## src/rtl/core_scheduler.sv

```systemverilog
// Block-level instruction sequencer: steps every thread lane in lockstep through
// FETCH, DECODE, REQUEST, WAIT, EXECUTE and UPDATE, then retires the instruction.
module core_scheduler #(
  parameter int unsigned THREADS_PER_BLOCK = 4,
  parameter int unsigned PC_BITS           = 8,
  parameter logic [15:0] INSTR_COUNT_MAX   = 16'hFFFF
) (
  input  logic                                   clk,
  input  logic                                   reset,
  input  logic                                   start,
  input  logic [2:0]                             fetcher_state,
  input  logic                                   decoded_ret,
  input  logic                                   decoded_mem_read_enable,
  input  logic                                   decoded_mem_write_enable,
  input  logic                                   decoded_tensor_enable,
  input  logic                                   tensor_done,
  input  logic [2*THREADS_PER_BLOCK-1:0]         lsu_state,
  input  logic [PC_BITS*THREADS_PER_BLOCK-1:0]   next_pc,
  output logic [2:0]                             core_state,
  output logic [PC_BITS-1:0]                     current_pc,
  output logic                                   done,
  output logic [15:0]                            instr_count
);

  typedef enum logic [2:0] {
    S_IDLE    = 3'b000,
    S_FETCH   = 3'b001,
    S_DECODE  = 3'b010,
    S_REQUEST = 3'b011,
    S_WAIT    = 3'b100,
    S_EXECUTE = 3'b101,
    S_UPDATE  = 3'b110,
    S_DONE    = 3'b111
  } state_e;

  localparam logic [2:0] FETCHER_FETCHED = 3'b010;

  state_e               state_q;
  logic [PC_BITS-1:0]   pc_q;
  logic                 done_q;
  logic [15:0]          count_q;
  logic [15:0]          count_d;
  logic [PC_BITS-1:0]   branch_pc;
  logic                 lsu_busy;
  logic                 stall;
  logic                 unused_inputs;

  // Memory enables are informational only: stalls come straight from lsu_state.
  assign unused_inputs = ^{decoded_mem_read_enable, decoded_mem_write_enable, next_pc};

  // A lane is in flight (REQUESTING/WAITING) exactly when its two state bits differ.
  always_comb begin
    lsu_busy = 1'b0;
    for (int unsigned i = 0; i < THREADS_PER_BLOCK; i++) begin
      if (lsu_state[2*i] ^ lsu_state[2*i+1]) lsu_busy = 1'b1;
    end
  end

  assign stall     = lsu_busy || (decoded_tensor_enable && !tensor_done);
  assign branch_pc = next_pc[PC_BITS*THREADS_PER_BLOCK-1 -: PC_BITS];

  always_comb begin
    count_d = count_q;
    if (count_q < INSTR_COUNT_MAX) count_d = count_q + 16'd1;
  end

  always_ff @(posedge clk or negedge reset) begin
    if (!reset) begin
      state_q <= S_IDLE;
      pc_q    <= '0;
      done_q  <= 1'b0;
      count_q <= '0;
    end else begin
      case (state_q)
        S_IDLE: begin
          if (start) begin
            state_q <= S_FETCH;
            pc_q    <= '0;
            done_q  <= 1'b0;
            count_q <= '0;
          end
        end
        S_FETCH:   if (fetcher_state == FETCHER_FETCHED) state_q <= S_DECODE;
        S_DECODE:  state_q <= S_REQUEST;
        S_REQUEST: state_q <= S_WAIT;
        S_WAIT:    if (!stall) state_q <= S_EXECUTE;
        S_EXECUTE: state_q <= S_UPDATE;
        S_UPDATE: begin
          count_q <= count_d;
          if (decoded_ret) begin
            state_q <= S_DONE;
            done_q  <= 1'b1;
          end else begin
            state_q <= S_FETCH;
            pc_q    <= branch_pc;
          end
        end
        default: ;
      endcase
    end
  end

  assign core_state  = state_q;
  assign current_pc  = pc_q;
  assign done        = done_q;
  assign instr_count = count_q;

endmodule

```

## config.mk

```make
export PLATFORM = sky130hd
export DESIGN_NAME = core_scheduler
export DESIGN_NICKNAME = d
export VERILOG_FILES = /design/src/rtl/core_scheduler.sv
export SDC_FILE = /design/constraint.sdc
export NUM_CORES = 1
export LEC_CHECK = 0
export ABC_CLOCK_PERIOD_IN_PS = 1800
export CAP_MARGIN = 15
export CORE_UTILIZATION = 37
export CTS_BUF_LIST = sky130_fd_sc_hd__clkbuf_4
export DETAILED_ROUTE_END_ITERATION = 6
export MAX_ROUTING_LAYER = met4
export PLACE_DENSITY = 0.79
export SLEW_MARGIN = 20
export SYNTH_ARGS = -nofsm -noshare
export SYNTH_HDL_FRONTEND = slang
export SYNTH_SLANG_ARGS = --single-unit
```

## constraint.sdc

```tcl
create_clock -name clk -period 1.8 [get_ports clk]
set_clock_uncertainty 0.15 [all_clocks]
set_input_delay 0.27 -clock clk [delete_from_list [all_inputs] [get_ports clk]]
set_output_delay 0.27 -clock clk [all_outputs]
set_load 0.01 [all_outputs]
```

==> out/metrics.cfg <==
[layout]
final_util=0.636
syn2layout_area_growth_pct=59.4
finalNonFillerCells=283
drive_above_1_share=0.217
num_antenna_cells=0
nFillCells=311
fin_nets=288
final_area_um2=2400
regArea_um2=702
multi_input_area_um2=773

[place]
dpl.hpwl_um=2720
place_area_um2=2240
place_inst=269
place.port_buffers=52
place_ws_ns=-0.320
gp_congestion=0.824

[sta]
setup_violations=1
setup_tns_ns=-0.00764
rsz0062_at_grt=true
timing_hold_violations_final=0
worst_pin_slew_ns=0.515
setup_slack_ns=-0.00764
fin_crit_sh=1.00
post-route-min-period_ns=1.81
max_freq_mhz=553
hold_slack_ns=0.156
report.final.slew_viol_count=0
max_slew_margin=0.656

[cts]
cts_max_path_buffers=2
cts_tree=built
h-tree-depth=1
clk_pin_slew_worst_paths_ns=0.15
root_buffer=clkbuf_4
cts_made_buffers=3
worstSkewPairLatency_ns=0.32
cts_sinks=28

[global_routing]
gr-total-overflow=0
antenna_found_initial=0
grt_pass1_wl_um=6240
groute.usage.overall=0.187
grt_max_degree=29
grt_pass1_vias=1452

[synthesis]
yosys-top-cells-area=dfrtp_1, a22o_1, xor2_1
syn_inst=151
synth_warnings=0
synth_top_cell_by_area=dfrtp_1
synth_nets=203
yosysSeqAreaShare=0.466
synth_cell_types=41
synth_flop_cell=dfrtp_1
ys_ff_latch=28
synth_top_cell_area_share=0.466
avgSynthCellArea_um2=9.97
mappedNetlistArea_um2=1510
synth_edf_count=0
async_reset_ff_frac=1.00

[die]
num_rows=22
die_h_um=65.8
start_util=0.399
dieArea_um2=4330
core_um2=3770
chipWidth_um=65.8
pin_count=79

[detailed_routing]
drt_pass1_iterations=4
drt_iter0_markers=103
ant_nets=0
num_vias=1481
via_per_inst=5.23
avgRoutedWirePerCell_um=13.0
drc=0
totalWireLength_um=3690

[critical_path]
critPathLaunch=core_state[1]$_DFFE_PN0P_
rr_endpoint=instr_count[9]$_DFFE_PN0P_
startpoint_type=flop
critPathMaxFanout=8
reg2reg_from=core_state[1]$_DFFE_PN0P_
rr_worst_depth=4
cp-end-kind=flop
cp.required_ns=1.88
worst-setup-path-type=flop to flop
rrSetupSlack_ns=-0.008
cp_data_arrival_time_ns=1.88
crit_end=instr_count[9]$_DFFE_PN0P_

[power]
p_sw_frac=0.359
p_int_mw=1.72
leakagePower_nw=1.22
clkPwrFrac=0.153
power-per-cell-area_nw_per_um2=1120
peakVddDrop_uv=637
p_seq_frac=0.339
power_switching_uw=963
p_total_mw=2.68
p_comb_frac=0.508

[job]
drv_cap=0

[outcome]
outcome=finished with violations
failed_checks=setup timing

[worst_hold_path]
min_path_type=input pin to asynchronous set/reset pin

-- registers in the layout (all words and copies together), names as in the netlist --
register,cells
instr_count,16
current_pc,8
core_state,3
done,1
-- placed cells by master (no fill, tap or decap), drive strengths merged, types with 3 or more instances in the layout --
cell and instances:
clkdlybuf4s50 38, buf 34, dfrtp 28, nor2 10
a22o 10, nor3 9, o21ai 9, a21oi 9
dlygate4sd2 8, nand2 8, inv 7, nand3 7
xor2 6, dlymetal6s2s 6, and3 4, a31oi 3
a211o 3, a221o 3, clkbuf 3, nand4 3
o31ai 3
-- Yosys cell counts (3+ instances only) --
cell type and instances:
a211o_1 3, a22o_1 10, nor3_1 9, a21oi_1 8, a221o_1 3, nor2_1 10, inv_1 7, dfrtp_1 28
xor2_1 6, nand3_1 7, and3_1 4, o21ai_0 9, a31oi_1 3, nand2_1 8
-- metal layers --
layer  global-route usage  vias up  wire, um
li1                     -      736         -
met1                0.242      712      1710
met2                0.316       31      1860
met3               0.0155        2        99
met4               0.0462        0        19
met5                    -        -         0
-- how the worst min path moves through the flow --
stage                                      endpoint
final                     core_state[1]$_DFFE_PN0P_
after global routing      core_state[1]$_DFFE_PN0P_
after CTS                 core_state[1]$_DFFE_PN0P_
after detailed placement  current_pc[0]$_DFFE_PN0P_
after global placement    current_pc[3]$_DFFE_PN0P_
after floorplan           core_state[0]$_DFFE_PN0P_
-- final cells by class --
class,count,area share
multi-input combinational,110,0.322
sequential,28,0.293
inverter,7,0.0110
tap,48,0.0250
clock inverter,1,0.0125
timing repair buffer,86,0.327
clock buffer,3,0.00939
-- power by group through the flow --
stage	logic [mW]	clock network [mW]	registers [mW]
after global placement	1.32	0	0.922
after floorplan	0.568	0	1.04
after detailed placement	1.34	0	0.929
after CTS	1.33	0.422	0.915
final	1.36	0.409	0.908
after global routing	1.49	0.457	0.933
-- what timing repair did --
item	in CTS	in global routing
setup buffers	4	6
endpoints found under the setup margin	10	27
endpoints found under the hold margin	0	0
pin swaps	0	2
resized for setup	8	13
hold buffers	0	0
-- kinds of logic after synthesis --
group,Yosys count,share of synthesized area
DFF,28,0.466
AOI/OAI and AO/OA,48,0.244
adders and majority gates,1,0.00831
buffers and inverters,13,0.0432
and+or+nand+nor,53,0.191
xor gates and xnor gates,6,0.0349
muxes,2,0.0133
-- worst max-delay path, stage by stage (launching register included) --
cell and delay, ns:
dfrtp_1 0.41, or3b_4 0.41, a21oi_4 0.22, o31ai_4 0.16
a221o_1 0.36
Note: power is estimated with default switching activity, not from simulation.
